$ cat src/rtl/imm_gen_pipe.sv
// Registered RV32/RV64 immediate-generation stage.
// Decodes on the input side and buffers results in a two-entry skid buffer.
module imm_gen_pipe #(
  parameter int unsigned XLEN          = 32,
  parameter bit          ENABLE_SYSTEM = 1'b0,
  parameter bit          ENABLE_RV64_W = 1'b0
) (
  input  logic            clk,
  input  logic            reset,
  input  logic            flush,
  input  logic            in_valid,
  output logic            in_ready,
  input  logic [31:0]     in_inst,
  output logic            out_valid,
  input  logic            out_ready,
  output logic [XLEN-1:0] out_imm,
  output logic [2:0]      out_sel,
  output logic            out_illegal,
  output logic [31:0]     out_inst
);

  localparam logic [2:0] SEL_I    = 3'd0;
  localparam logic [2:0] SEL_S    = 3'd1;
  localparam logic [2:0] SEL_B    = 3'd2;
  localparam logic [2:0] SEL_U    = 3'd3;
  localparam logic [2:0] SEL_J    = 3'd4;
  localparam logic [2:0] SEL_NONE = 3'd7;

  localparam bit RV64_W_ON = ENABLE_RV64_W && (XLEN == 64);

  typedef struct packed {
    logic [XLEN-1:0] imm;
    logic [2:0]      sel;
    logic            illegal;
    logic [31:0]     inst;
  } entry_t;

  localparam entry_t ENTRY_EMPTY = '{imm: '0, sel: SEL_NONE, illegal: 1'b0, inst: '0};

  entry_t dec_c;
  logic [2:0] dec_sel_c;

  entry_t main_q, main_d;
  entry_t skid_q, skid_d;
  logic   main_v_q, main_v_d;
  logic   skid_v_q, skid_v_d;
  logic   in_ready_q, in_ready_d;

  logic accept_c;
  logic drain_c;

  // Opcode classification
  always_comb begin
    dec_sel_c = SEL_NONE;
    case (in_inst[6:0])
      7'b0010011, 7'b0000011, 7'b1100111: dec_sel_c = SEL_I;
      7'b1110011, 7'b0001111: if (ENABLE_SYSTEM) dec_sel_c = SEL_I;
      7'b0011011:             if (RV64_W_ON)     dec_sel_c = SEL_I;
      7'b1100011:             dec_sel_c = SEL_B;
      7'b0100011:             dec_sel_c = SEL_S;
      7'b1101111:             dec_sel_c = SEL_J;
      7'b0010111, 7'b0110111: dec_sel_c = SEL_U;
      default:                dec_sel_c = SEL_NONE;
    endcase
  end

  // Immediate assembly; signed casts sign-extend each field from inst[31]
  always_comb begin
    dec_c         = ENTRY_EMPTY;
    dec_c.sel     = dec_sel_c;
    dec_c.illegal = (dec_sel_c == SEL_NONE);
    dec_c.inst    = in_inst;
    case (dec_sel_c)
      SEL_I:   dec_c.imm = XLEN'($signed(in_inst[31:20]));
      SEL_S:   dec_c.imm = XLEN'($signed({in_inst[31:25], in_inst[11:7]}));
      SEL_B:   dec_c.imm = XLEN'($signed({in_inst[31], in_inst[7], in_inst[30:25],
                                          in_inst[11:8], 1'b0}));
      SEL_U:   dec_c.imm = XLEN'($signed({in_inst[31:12], 12'b0}));
      SEL_J:   dec_c.imm = XLEN'($signed({in_inst[31], in_inst[19:12], in_inst[20],
                                          in_inst[30:21], 1'b0}));
      default: dec_c.imm = '0;
    endcase
  end

  assign accept_c = in_valid && in_ready_q;
  assign drain_c  = main_v_q && out_ready;

  // Skid buffer next state; skid is only ever occupied while main is occupied
  always_comb begin
    main_d   = main_q;
    skid_d   = skid_q;
    main_v_d = main_v_q;
    skid_v_d = skid_v_q;
    if (flush) begin
      main_d   = ENTRY_EMPTY;
      skid_d   = ENTRY_EMPTY;
      main_v_d = 1'b0;
      skid_v_d = 1'b0;
    end else if (!main_v_q) begin
      if (accept_c) begin
        main_d   = dec_c;
        main_v_d = 1'b1;
      end
    end else if (drain_c) begin
      if (skid_v_q) begin
        main_d   = skid_q;
        skid_d   = ENTRY_EMPTY;
        skid_v_d = 1'b0;
      end else if (accept_c) begin
        main_d   = dec_c;
      end else begin
        main_d   = ENTRY_EMPTY;
        main_v_d = 1'b0;
      end
    end else if (accept_c) begin
      skid_d   = dec_c;
      skid_v_d = 1'b1;
    end
    in_ready_d = !skid_v_d;
  end

  always_ff @(posedge clk or posedge reset) begin
    if (reset) begin
      main_q     <= ENTRY_EMPTY;
      skid_q     <= ENTRY_EMPTY;
      main_v_q   <= 1'b0;
      skid_v_q   <= 1'b0;
      in_ready_q <= 1'b1;
    end else begin
      main_q     <= main_d;
      skid_q     <= skid_d;
      main_v_q   <= main_v_d;
      skid_v_q   <= skid_v_d;
      in_ready_q <= in_ready_d;
    end
  end

  assign in_ready    = in_ready_q;
  assign out_valid   = main_v_q;
  assign out_imm     = main_q.imm;
  assign out_sel     = main_q.sel;
  assign out_illegal = main_q.illegal;
  assign out_inst    = main_q.inst;

endmodule

$ cat config.mk
export PLATFORM = sky130hd
export DESIGN_NAME = imm_gen_pipe
export DESIGN_NICKNAME = d
export VERILOG_FILES = /design/src/rtl/imm_gen_pipe.sv
export SDC_FILE = /design/constraint.sdc
export NUM_CORES = 1
export LEC_CHECK = 0
export ABC_AREA = 1
export CORE_AREA = 2 2 92 183
export CTS_CLUSTER_SIZE = 10
export DETAILED_ROUTE_END_ITERATION = 6
export DIE_AREA = 0 0 94 185
export PLACE_DENSITY = 0.64
export RECOVER_POWER = 50
export SYNTH_ARGS = -nofsm -noshare
export SYNTH_HDL_FRONTEND = slang
export SYNTH_SLANG_ARGS = --single-unit
$ cat constraint.sdc
create_clock -name clk -period 11.95 [get_ports clk]
set_clock_uncertainty 0.1 [all_clocks]
set_input_delay 2.39 -clock clk [delete_from_list [all_inputs] [get_ports clk]]
set_output_delay 2.39 -clock clk [all_outputs]
set_load 0.01 [all_outputs]
-- Word-level counts from Yosys, hierarchy flattened
Cells that the tools add are included.
- bitwise gates (word level): 0
- $mul: 0
- divide/modulo/power cells: 0
- reduce and logical (&&, ||, !) cells: 11
- $add $sub $neg: 0
- equality and inequality tests: 15
- mux-type cells: 21
- $lt $le $gt $ge: 0
- shift-type cells: 0
- operators with widths (operator ; number):
    2-to-1 mux 68 bit ; 10
    case mux 32 bit (5 select lines) ; 1
    equality test 7 bit (second input constant) ; 3
    case mux 3 bit (5 select lines) ; 1
    equality test 7 x 5 -> 1 bit (second input constant) ; 2
    equality test 7 x 6 -> 1 bit (second input constant) ; 2
    2-to-1 mux 1 bit ; 9
    equality test 7 x 2 -> 1 bit (second input constant) ; 1
    equality test 3 x 2 -> 1 bit (second input constant) ; 2
    equality test 3 bit (second input constant) ; 2
    nonzero test 3 bit ; 2
    equality test 3 x 1 -> 1 bit (second input constant) ; 1
    logical NOT 3 bit ; 1
    inequality test 3 x 2 -> 1 bit (second input constant) ; 1
    inequality test 3 bit (second input constant) ; 1
    AND reduction 3 bit ; 1
    OR reduction 3 bit ; 1
    logical AND 1 bit ; 2
    AND reduction 2 bit ; 1
    nonzero test 2 bit ; 1
    OR reduction 2 bit ; 1
    logical NOT 1 bit ; 1
- input bits: 37
- flip-flop bits (word level): 139
- bits in writable memories: 0
- logic and storage cells: 58
- ROM bits: 0
- bits in latches: 0
- output and inout port bits: 70
- memories kept: 0

-- Depth between registers and ports, before layout
- word-level depth: 10
- gate-level depth with buffers: 11
- mapped depth without buffers: 10

-- Worst setup path before layout
OpenSTA, ideal clock, no wires.
- kind: input to register
- from: input flush
- to: register main_q, in the netlist out_inst[10]
- cell stages on the path: 8
- arrival time: 3258 ps
- path slack: 8468 ps
- buffers on the path: 2
- library setup time: 123 ps
- required time: 11727 ps
- path through: inv_2 nand2_1 a21oi_2 inv_2 nand3_2 buf_2 buf_4 o21ai_1
- cells in the longest elaborated chain, start to end: 2
- elaborated cells between the ends (all ways): 4
- those cells by class: eq/ne: 1; mux: 1; reduce/logical: 2
- ends and longest elaborated chain (what ; RTL line ; source):
    from (decl) ; 10 ; input logic flush,
    inequality test 3 x 2 -> 1 bit (no line) or nonzero test 3 bit (tied branches) ; n/a ;
    AND reduction 2 bit (no line) ; n/a ;
    to (signal assigned) ; 130 ; main_q <= main_d;
    to (decl) ; 43 ; entry_t main_q, main_d;
Parallel ways exist; a longest one is shown, timed or not.
A chain may end at the register's enable or synchronous reset.

-- Final worst setup path
- from: input out_ready
- to: register skid_q[35] in the netlist's numbering
- cells in the longest elaborated chain, start to end: 4
- elaborated cells between the ends (all ways): 7
- those cells by class: eq/ne: 1; mux: 3; reduce/logical: 3
- ends and longest elaborated chain (what ; RTL line ; source):
    from (decl) ; 15 ; input logic out_ready,
    logical AND 1 bit * ; 86 ; assign drain_c = main_v_q && out_ready;
    2-to-1 mux 68 bit ; 104 ; end else if (drain_c) begin
    2-to-1 mux 68 bit ; 99 ; end else if (!main_v_q) begin
    2-to-1 mux 68 bit ; 94 ; if (flush) begin
    to (signal assigned) ; 131 ; skid_q <= skid_d;
    to (decl) ; 44 ; entry_t skid_q, skid_d;
Every way passes the cells marked *; elsewhere a longest branch is shown, timed or not. The select of a mux whose other input is x is not followed.

==> flow_summary_export.csv <==
group,metric,value,unit
outcome,status,"complete, but fails checks",
outcome,violations,"capacitance limit, slew limit",
routing,wl_met3,978,µm
timing,tns,0,ns
synthesis,ys_types,36,
place,globalplace.congestion,0.8319,
routing,routed-wl-met2,9044,µm
die,ios,107,
min_path,holdCritPathClass,"flip-flop to flip-flop",
worst_setup_path,worstPathMaxFanout,40,
synthesis,ys_warn_count,0,
routing,top_layer,"met4",
timing,slew_headroom,-127.5,%
synthesis,synth_top_family_by_area,"simple AND/OR/NAND/NOR gates",
clock_network,clock_sinks,139,
routing,wl_met1,7597,µm
synthesis,synthCells,833,
worst_setup_path,cp-start-kind,"input pin",
synthesis,yosys.area.top_type,"dfrtp_1",
power_and_ir_drop,seqPwrFrac,43.2,%
die,die_x,94,µm
synthesis,syn_nets,870,
timing,min_period,5.497,ns
global_routing,antenna_found_initial,0,
die,die_y,185,µm
routing,ant_nets,0,
clock_network,root_buffer,"clkbuf_16",
routing,vias,5906,
routing,drc_errors,0,
worst_setup_path,path_class,"input pin to flip-flop",
global_routing,grt_first_pass_wirelength,29780,µm
synthesis,yosysTopAreaCellShare,48.50,%
synthesis,ys_ff_latch,139,
power_and_ir_drop,p_per_area,139.1,nW/µm²
synthesis,synth.avg_cell_area,8.176,µm²
power_and_ir_drop,swShare,26.78,%
cells_and_area,fin_nets,953,
power_and_ir_drop,p_total,0.001183,W
timing,clock.fmax,0.1819,GHz
cells_and_area,design_area,8503,µm²
power_and_ir_drop,p_comb_share,11.5,%
timing,rsz0062_at_grt,"false",
global_routing,grt_pass1_vias,5817,
worst_setup_path,arrival,5.74,ns
synthesis,synth.area.mux_share,1.029,%
clock_network,cts_resized,0,
place,port_buffers,106,
power_and_ir_drop,internal_power,0.0008660,W
clock_network,postCtsSetupBuffers,0,
clock_network,h-tree-depth,4,
die,fp.coreArea,16100,µm²
global_routing,grt_usage,22.07,%
power_and_ir_drop,p_leak,4.431,nW
timing,timing.hold.ws,0.3711,ns
synthesis,synth-edff-count,0,
synthesis,netlist_area,6810,µm²
synthesis,synthAdderAreaFrac,0,%
die,initial_core_util,42.29,%
synthesis,synth_simple_gate_area_share,23.70,%
synthesis,synth_compound_area_share,15.36,%
routing,wl_per_cell,16.08,µm
timing,setup_viol,0,
synthesis,synth_area_leaders,"dfrtp_1, nand2_1, o21ai_0",
place,postPlaceCellArea,7916,µm²
clock_network,clock_latency,0.42,ns
power_and_ir_drop,pwr-share-clk,45.2,%
cells_and_area,diodes,0,
worst_setup_path,cp-end-kind,"flip-flop",
clock_network,cts_made_buffers,17,
flow_run,maxCapViolCount,1,
global_routing,grt_max_degree,78,
synthesis,yosysSeqAreaShare,51.20,%
die,die_area,17390,µm²
synthesis,synthArstFlopShare,100.0,%
cells_and_area,final_cell_count_no_fill,1133,
synthesis,synth_flop_cell,"dfrtp_1",
cells_and_area,area_growth,24.86,%
routing,firstDrtPassIters,5,
clock_network,path_clk_slew,0.06,ns
routing,drt_iter0_markers,400,
timing,slew_viol_final,78,
global_routing,overflow,0,
routing,wl,18210,µm
timing,hold_viol_final,0,
clock_network,cts_tree,"built",
clock_network,cts_buffer_depth,2,
timing,worst_pin_slew,3.394,ns
cells_and_area,drive_gt1_share,9.473,%
place,dp_hpwl,11790,µm
worst_setup_path,required,12.20,ns
synthesis,synthXorXnorAreaFrac,0,%
clock_network,cts_hold_buf,0,
power_and_ir_drop,switchingPower,0.0003167,W
place,dp.cells,1101,
timing,fin_crit_sh,46.00,%
power_and_ir_drop,peakVddDrop,105.2,µV
die,row_count,66,
routing,via_per_inst,5.213,
cells in the mapped netlist (2+ instances only):
cell / instances
nand3_1: 41
mux2i_1: 7
o21ai_0: 102
o21ai_1: 41
nand4_1: 7
nand2_1: 252
clkbuf_1: 19
inv_1: 77
nor2_1: 25
inv_2: 10
buf_2: 17
nand2_8: 2
buf_6: 5
nor2_8: 2
nand3_2: 12
dfrtp_1: 132
a22o_1: 8
nand2_4: 6
o21ai_2: 2
a21oi_1: 37
nor2_2: 2
nand2_2: 3
o21bai_1: 2
dfstp_2: 7
buf_4: 4
cells by family (layout without fill, tap and decap cells):
family / count (synthesis) / in the layout
buffers and inverters: 135 / 231
multiplexers: 7 / 7
AO/OA/AOI/OAI: 197 / 197
flip-flops: 139 / 139
AND/OR/NAND/NOR: 355 / 355
state kept, by name, summed over array words and instances (netlist names):
| name | cells |
|---|---|
| out_illegal | 1 |
| out_imm | 32 |
| out_inst | 32 |
| out_sel | 3 |
| skid_q | 68 |
| out_valid | 1 |
| skid_v_q | 1 |
| in_ready | 1 |
cells in the final DEF (no fill, tap or decap), types with 25 or more instances in the layout:
master / n
a21oi_1: 37
clkdlybuf4s50_1: 34
dfrtp_1: 132
dlygate4sd3_1: 72
inv_1: 76
nand2_1: 252
nand3_1: 41
nor2_1: 25
o21ai_0: 102
o21ai_1: 41
through the flow:
| step | setup WS [ns] | utilization [%] |
|---|---|---|
| after floorplan | 5.747 | - |
| after global placement | 6.843 | 49.16 |
| after detailed placement | 6.788 | 49.16 |
| after CTS | 7.203 | 52.87 |
| after global routing | 5.825 | 52.81 |
| final | 6.453 | 52.81 |
path summary, 6_finish.rpt:
check	from	to	slack, ns	cells past startpoint
min in group asynchronous	reset	out_imm[17]$_DFFE_PP0P_	3.32	2
hold reg to reg	out_imm[12]$_DFFE_PP0P_	out_imm[12]$_DFFE_PP0P_	0.37	2
max in group asynchronous	reset	skid_q[40]$_DFFE_PP0P_	6.47	3
setup reg to reg	in_ready$_DFF_PP1_	skid_q[35]$_DFFE_PP1P_	8.51	9
hold / removal	out_imm[12]$_DFFE_PP0P_	out_imm[12]$_DFFE_PP0P_	0.37	2
setup / recovery	out_ready	skid_q[35]$_DFFE_PP1P_	6.45	11
critical path, stage by stage:
cell and delay (ns):
dlygate4sd3_1 0.58, inv_1 0.07, nor2_1 0.04, nor2_2 0.12
o21ai_2 0.07, nand2_1 0.97, nand2_4 0.42, inv_2 0.73
nand3_1 0.15, o21ai_1 0.12, inv_1 0.07
power groups by stage:
stage	registers, W	logic [W]	clock network, W
after CTS	0.000512	0.000144	0.000544
after floorplan	0.000524	0.0000714	0
after detailed placement	0.000520	0.000144	0
after global placement	0.000519	0.000142	0
after global routing	0.000514	0.000152	0.000563
final	0.000511	0.000136	0.000535
routing by layer:
| metal | up-vias | track usage [%] |
|---|---|---|
| met3 | 40 | 3.906 |
| met2 | 200 | 36.37 |
| met1 | 2808 | 28.52 |
| li1 | 2858 | - |
| met5 | - | 0 |
| met4 | 0 | 8.986 |
area by class of cell:
| type | instances | area (µm²) |
|---|---|---|
| multi-input cells | 559 | 2733 |
| clock inverters | 14 | 158.9 |
| fillers | 1545 | 7600 |
| repair buffers | 111 | 1099 |
| inverters | 88 | 331.6 |
| well taps | 204 | 255.2 |
| clock buffers | 18 | 439.2 |
| flip-flops and latches | 139 | 3487 |
Power figures use the tool's default switching activity.
